$ cat src/rtl/pic16_port_pkg.sv
//------------------------------------------------------------------------------
// pic16_port_pkg
//   Shared definitions for the PIC16F84 PORTB model: port width, the lowest
//   interrupt-on-change bit and the reader's warm-up state encoding.
// Revision: 1.0 - initial release
//------------------------------------------------------------------------------
`default_nettype none

package pic16_port_pkg;

  localparam int PORTB_W  = 8;
  // RB7:RB4 are the change-monitored pins
  localparam int RBIOC_LO = 4;

  typedef enum logic [0:0] {
    WARM = 1'b0,
    RUN  = 1'b1
  } warm_state_t;

endpackage

`default_nettype wire

$ cat src/rtl/port_b_reader_pin_sync.sv
//------------------------------------------------------------------------------
// pin_sync
//   SYNC_STAGES-deep single-bit synchronizer for one asynchronous pad level.
//   Ports:
//     clk  - core clock
//     rst  - synchronous active-high reset, clears every stage
//     din  - raw asynchronous pin level
//     dout - synchronized level (last stage of the chain)
// Revision: 1.0 - initial release
//------------------------------------------------------------------------------
`default_nettype none

module pin_sync #(
  parameter int SYNC_STAGES = 2
) (
  input  logic clk,
  input  logic rst,
  input  logic din,
  output logic dout
);

  logic [SYNC_STAGES-1:0] chain;

  always_ff @(posedge clk) begin
    if (rst) begin
      chain <= '0;
    end else begin
      chain <= {chain[SYNC_STAGES-2:0], din};
    end
  end

  assign dout = chain[SYNC_STAGES-1];

endmodule

`default_nettype wire

$ cat src/rtl/port_b_reader.sv
//------------------------------------------------------------------------------
// port_b_reader
//   Read side of PORTB: synchronizes RB7..RB0, forms the PORTB read value
//   (pin when TRIS bit = 1, output latch when 0) and generates the RB0/INT
//   edge flag (intf) and the RB7:RB4 port-change flag (rbif).
//   Ports:
//     clk, rst        - core clock, synchronous active-high reset
//     rb0..rb7        - raw asynchronous pad levels
//     tris_val[7:0]   - TRISB (1 = input)
//     out_latch[7:0]  - PORTB output data latch
//     intedg          - 1 = rising RB0 edge, 0 = falling
//     rd_strobe       - core read of PORTB, re-arms the change snapshot
//     clr_rbif        - firmware clear of rbif
//     clr_intf        - firmware clear of intf
//     port_val[7:0]   - PORTB read data (combinational)
//     rbif, intf      - level flags
// Revision: 1.0 - initial release
//------------------------------------------------------------------------------
`default_nettype none

module port_b_reader
  import pic16_port_pkg::*;
#(
  parameter int SYNC_STAGES = 2
) (
  input  logic               clk,
  input  logic               rst,
  input  logic               rb0,
  input  logic               rb1,
  input  logic               rb2,
  input  logic               rb3,
  input  logic               rb4,
  input  logic               rb5,
  input  logic               rb6,
  input  logic               rb7,
  input  logic [PORTB_W-1:0] tris_val,
  input  logic [PORTB_W-1:0] out_latch,
  input  logic               intedg,
  input  logic               rd_strobe,
  input  logic               clr_rbif,
  input  logic               clr_intf,
  output logic [PORTB_W-1:0] port_val,
  output logic               rbif,
  output logic               intf
);

  localparam int         IOC_W    = PORTB_W - RBIOC_LO;
  localparam logic [1:0] CNT_LAST = 2'(SYNC_STAGES - 1);

  logic [PORTB_W-1:0] pins;
  logic [PORTB_W-1:0] syn;

  assign pins = {rb7, rb6, rb5, rb4, rb3, rb2, rb1, rb0};

  generate
    for (genvar i = 0; i < PORTB_W; i++) begin : g_sync
      pin_sync #(.SYNC_STAGES(SYNC_STAGES)) u_sync (
        .clk  (clk),
        .rst  (rst),
        .din  (pins[i]),
        .dout (syn[i])
      );
    end
  endgenerate

  assign port_val = (syn & tris_val) | (out_latch & ~tris_val);

  // Warm-up FSM
  warm_state_t state, state_nxt;
  logic [1:0]  cnt, cnt_nxt;
  logic        hold;

  always_ff @(posedge clk) begin
    if (rst) begin
      state <= WARM;
      cnt   <= 2'd0;
    end else begin
      state <= state_nxt;
      cnt   <= cnt_nxt;
    end
  end

  // cnt keeps its final warm-up value for the first RUN cycle. The
  // synchronizers only carry settled pin data one edge after the count
  // completes, so that cycle still re-arms snap/prev0 with flags held,
  // otherwise pins that were high through reset would raise a false flag.
  always_comb begin
    state_nxt = state;
    cnt_nxt   = cnt;
    case (state)
      WARM: begin
        cnt_nxt = cnt + 2'd1;
        if (cnt == CNT_LAST) begin
          state_nxt = RUN;
          cnt_nxt   = cnt;
        end
      end
      RUN: begin
        cnt_nxt = 2'd0;
      end
      default: begin
        state_nxt = WARM;
        cnt_nxt   = 2'd0;
      end
    endcase
  end

  assign hold = (state == WARM) || (cnt != 2'd0);

  // Change and edge detection
  logic [IOC_W-1:0] snap;
  logic             prev0;
  logic             mis;
  logic             int_edge;

  assign mis      = |((snap ^ syn[PORTB_W-1:RBIOC_LO]) & tris_val[PORTB_W-1:RBIOC_LO]);
  assign int_edge = intedg ? (syn[0] & ~prev0) : (~syn[0] & prev0);

  always_ff @(posedge clk) begin
    if (rst) begin
      snap  <= '0;
      prev0 <= 1'b0;
      rbif  <= 1'b0;
      intf  <= 1'b0;
    end else if (hold) begin
      snap  <= syn[PORTB_W-1:RBIOC_LO];
      prev0 <= syn[0];
      rbif  <= 1'b0;
      intf  <= 1'b0;
    end else begin
      if (rd_strobe) begin
        snap <= syn[PORTB_W-1:RBIOC_LO];
      end
      prev0 <= syn[0];
      // set wins over clear
      rbif  <= mis | (rbif & ~clr_rbif);
      intf  <= int_edge | (intf & ~clr_intf);
    end
  end

endmodule

`default_nettype wire
$ cat config.mk
export PLATFORM = sky130hd
export DESIGN_NAME = port_b_reader
export DESIGN_NICKNAME = d
export VERILOG_FILES = /design/src/rtl/pic16_port_pkg.sv /design/src/rtl/port_b_reader_pin_sync.sv /design/src/rtl/port_b_reader.sv
export SDC_FILE = /design/constraint.sdc
export NUM_CORES = 1
export LEC_CHECK = 0
export CAP_MARGIN = 40
export CORE_ASPECT_RATIO = 0.6
export CORE_MARGIN = 2
export CORE_UTILIZATION = 44
export DETAILED_ROUTE_END_ITERATION = 10
export GPL_TIMING_DRIVEN = 0
export PLACE_DENSITY = 0.87
export RECOVER_POWER = 100
export SETUP_SLACK_MARGIN = 0.2
export SYNTH_ARGS = -nofsm -noshare
export SYNTH_HDL_FRONTEND = slang
export SYNTH_SLANG_ARGS = --single-unit
$ cat constraint.sdc
create_clock -name clk -period 1.6 [get_ports clk]
set_input_delay 0.32 -clock clk [delete_from_list [all_inputs] [get_ports clk]]
set_output_delay 0.32 -clock clk [all_outputs]
set_load 0.005 [all_outputs]
# Yosys cells after proc, flatten, opt, wreduce, memory -nomap -nowiden
# Index checks and enable logic that the tools add are counted.
# word_totals
output_inout_bits	10
elab_cells	46
inputBits	30
regBits	26
# classes
n_bitwise	17
add_sub_neg	1
mux	7
n_reduce_logical	5
eq_ne	2
# ops
cell	n
bitwise AND 8 bit	2
two-way mux 4 bit	2
NOT 8 bit	1
OR 8 bit	1
NOT 1 bit	5
bitwise AND 1 bit	4
bitwise AND 4 bit	1
case mux 2 bit (2 select lines)	1
nonzero test 2 bit	2
OR reduction 4 bit	1
XOR 4 bit	1
two-way mux 1 bit	3
adder 2 x 1 -> 2 bit (second input constant)	1
equality test 2 x 1 -> 1 bit (second input constant)	1
two-way mux 2 bit	1
inequality test 2 bit (second input constant)	1
OR 1 bit	2
OR reduction 2 bit	1
logical OR 1 bit	1

# Depth between registers and ports, before layout
# logic_depth
ltp_word	4
ltp_mapped	5
mapped_depth_nobuf	5

# Cells and area by module
# A second synthesis with hierarchy kept.
# hier_totals
cells_unflattened	84
area_unflattened_um2	953.4
# modules_own_cells
mod	cells_per_inst	area_per_inst_um2	seq_area_each_um2	instances
port_b_reader	52	533.0	200.2	1
pin_sync	4	52.6	40.0	8

# Worst setup path before layout
# No wires, ideal clock.
# synth_timing
kind	reg-to-reg
startpoint	register cnt[0]
endpoint	register snap[0]
arrival_time_ps	955
required_ps	1483
path_stages_with_launch	6
slack_ps	528
period_less_slack_ps	1072
cell_sequence	dfxtp_1 -> inv_1 -> ha_1 -> nand3b_2 -> mux2i_1 -> nor2_1
# synth_between
elab_chain_len	3
word_cells_on_any_way	4
classes_between	1 x mux; 3 x reduce/logical
# synth_rtl
item	line_no	text
from (decl)	port_b_reader.sv:70	logic [1:0] cnt, cnt_nxt;
from (signal assigned)	port_b_reader.sv:79	cnt <= cnt_nxt;
nonzero test 2 bit *	port_b_reader.sv:108	assign hold = (state == WARM) || (cnt != 2'd0);
logical OR 1 bit *	port_b_reader.sv:108	
two-way mux 4 bit / nonzero test 2 bit (equally long branches)	-	
to (signal assigned)	port_b_reader.sv:126	snap <= syn[PORTB_W-1:RBIOC_LO];
to (signal assigned)	port_b_reader.sv:132	snap <= syn[PORTB_W-1:RBIOC_LO];
to (decl)	port_b_reader.sv:111	logic [IOC_W-1:0] snap;
# Mark *: on every way between the ends. The rest lies on a longest branch, timed or not.
# A chain may end at the register's enable or synchronous reset.

# Worst setup path in the final report
# layout_timing
startpoint	register g_sync[5].u_sync.chain[1]
endpoint	output port_val[5]
# layout_between
elab_chain_len	2
# layout_rtl
item	line_no	text
from (decl)	port_b_reader_pin_sync.sv:22	logic [SYNC_STAGES-1:0] chain;
from (signal assigned)	port_b_reader_pin_sync.sv:28	chain <= {chain[SYNC_STAGES-2:0], din};
bitwise AND 8 bit	port_b_reader.sv:66	assign port_val = (syn & tris_val) | (out_latch & ~tris_val);
OR 8 bit	port_b_reader.sv:66	
to (decl)	port_b_reader.sv:42	output logic [PORTB_W-1:0] port_val,
# Every way passes these cells.

==> reports/qor.yml <==
status: "finished, final reports clean"
r2r_start: "cnt[0]"
gr-total-overflow: 0
fmax_ghz: 0.709
root_buffer: "clkbuf_4"
async_reset_ff_share_pct: 0
worst_setup_path_start_kind: "register"
antenna-diode-count: 0
holdCritStartpoint: "tris_val[6]"
fin_crit_sh_pct: 88.1
nNetsFinal: 165
synth_edf_count: 0
clk_path_buf_depth: 2
numCtsBuffers: 3
hold_path.class: "input pin to register"
first_iter_violations: 5
worst-path-max-fanout: 3
yosys_warnings: 0
ys_seq_area_share_pct: 54.0
startpoint: "g_sync[5].u_sync.chain[1]"
post-place-ws_ns: -0.317
yosysTopAreaCellShare_pct: 54.0
chipWidth_microns: 64.5
rsz0062_at_grt: "true"
coreArea_sq_mm: 0.00211
fp.dieArea_sq_mm: 0.00260
routed_wl_mm: 1.78
ys.flop_type: "dfxtp_1"
finalMaxSlewViolations: 0
crit_required_ns: 1.28
grt_max_degree: 15
numPortBuffers: 39
finClkSkew_ns: 0.00178
ys_top_cells_by_count: "26 x dfxtp_1, 12 x nor2b_1, 8 x mux2_2, 7 x nor2_1, 6 x and2b_1"
clk_latency_ns: 0.32
grt_pass1_wl_mm: 2.83
yosysMostFrequentCell: "dfxtp_1"
die_h_microns: 40.3
cts-htree-levels: 1
core.rowCount: 13
period_needed_ns: 1.41
dp_hpwl_mm: 1.34
synth_area_leaders: "dfxtp_1 54%, mux2_2 9.3%, nor2b_1 7.8%"
syn-num-nets: 118
hold_violations: 0
num_vias: 735
power.leakage_nw: 0.698
worstMarginPinSlew_ns: 0.427
wl_per_cell_microns: 11.0
crit_path_end_kind: "output port"
synth_seq_cells: 26
hold_slack_ns: 0.432
track_usage_pct: 15.0
cts_tree: "yes"
grt_pass1_vias: 666
syn-mean-instance-area_sq_um: 11.2
ant_nets: 0
cts_sinks: 26
syn2layout_area_growth_pct: 49.9
yosysUniqueCellTypes: 19
worstSetupPathType: "register to output port"
place.gp.congestion: 0.740
syn-cell-area_sq_um: 965
syn_inst: 86
num_io_pins: 40
clkTransAtPathRegs_ns: 0.13
setup_viol_count_final: 0
antenna_found_initial: 0
relSlewSlack_pct: 71.5
start_util_pct: 45.6
synth_top_area_cell: "dfxtp_1"
first_pass_iters: 4
p_per_area_mw_per_mm2: 958
drcViolationCount: 0
crit_arrival_ns: 1.09
setup_ws_ns: 0.190
setup_tns_ns: 0
cap_violations: 0
drive_gt1_share_pct: 15.2
peakVddDrop_mv: 0.562
viasPerCell: 4.54
==> worst max-delay path, stage by stage, from the launching register on <==
cell and delay (ns):
dfxtp_1 0.35, mux2_1 0.31, buf_6 0.12
==> layout by cell type (no fill, tap or decap), types with 2 or more instances in the layout <==
| master | netlist | final |
|---|---|---|
| and2b_1 | 6 | 6 |
| a21oi_1 | 2 | 2 |
| buf_4 | 0 | 3 |
| nor2b_1 | 12 | 12 |
| nor2_1 | 7 | 7 |
| mux2_1 | 0 | 3 |
| clkbuf_1 | 1 | 3 |
| xor2_1 | 5 | 5 |
| ha_1 | 2 | 2 |
| dlygate4sd2_1 | 0 | 17 |
| nand3b_1 | 2 | 2 |
| mux2_4 | 0 | 5 |
| inv_1 | 2 | 2 |
| mux2i_1 | 5 | 5 |
| buf_6 | 0 | 6 |
| clkbuf_4 | 0 | 3 |
| dfxtp_1 | 26 | 26 |
| nor3_1 | 2 | 2 |
| clkdlybuf4s50_1 | 0 | 12 |
==> what timing repair did <==
action	CTS	global route
hold endpoints to repair	0	0
endpoints found under the setup margin	10	5
hold buffers	0	0
gates resized for setup	65	7
pin swaps	0	0
setup buffers	0	3
==> layout make-up <==
| class | count | area [sq um] |
|---|---|---|
| plain buffers | 2 | 7.51 |
| clock buffers | 4 | 36.3 |
| fillers | 184 | 668 |
| inverters | 2 | 7.51 |
| multi-input cells | 56 | 447 |
| flip-flops and latches | 26 | 520 |
| well taps | 30 | 37.5 |
| repair buffers | 42 | 390 |
==> sequential cells by signal (all words and copies together), names as in the netlist <==
| name | cells |
|---|---|
| intf | 1 |
| cnt | 2 |
| g_sync.u_sync.chain | 16 |
| prev0 | 1 |
| state | 1 |
| rbif | 1 |
| snap | 4 |
==> metal layers <==
metal  global-route usage (%)  vias up  wire, microns
met5                        0        -              0
met4                     4.26        0              6
met3                     6.74        2            139
met2                     25.3       28            873
met1                     18.0      329            756
li1                         -      376              -
==> kinds of logic after synthesis <==
kind of cell | synth area share, %
buf+inv | 1.69
fa+ha+maj | 2.59
compound gates | 2.72
simple gates | 20.0
mux | 14.5
flops | 54.0
xor+xnor | 4.54
==> power breakdown <==
group          switching (mW)  internal [mW]
registers              0.0407          0.707
logic                   0.129          0.185
clock network           0.184          0.139
==> stage by stage <==
step                      cell area [sq um]  power, mW  util, %  instances
after global routing                   1450       1.48     68.4        162
after global placement                 1390       1.06     65.9        155
after CTS                              1440       1.41     68.1        159
after floorplan                         965      0.936        -         86
after detailed placement               1390       1.09     65.9        155
final                                  1450       1.38     68.4        162
==> path summary, 6_finish.rpt <==
| kind | depth (start not counted) | end | slack (ns) |
|---|---|---|---|
| worst max register to register | 5 | snap[1] | 0.40 |
| worst max-delay path | 2 | port_val[5] | 0.19 |
| worst min register to register | 1 | g_sync[4].u_sync.chain[1] | 0.45 |
| worst min-delay path | 3 | rbif | 0.43 |
No activity file was read; power rests on OpenSTA's default activity.
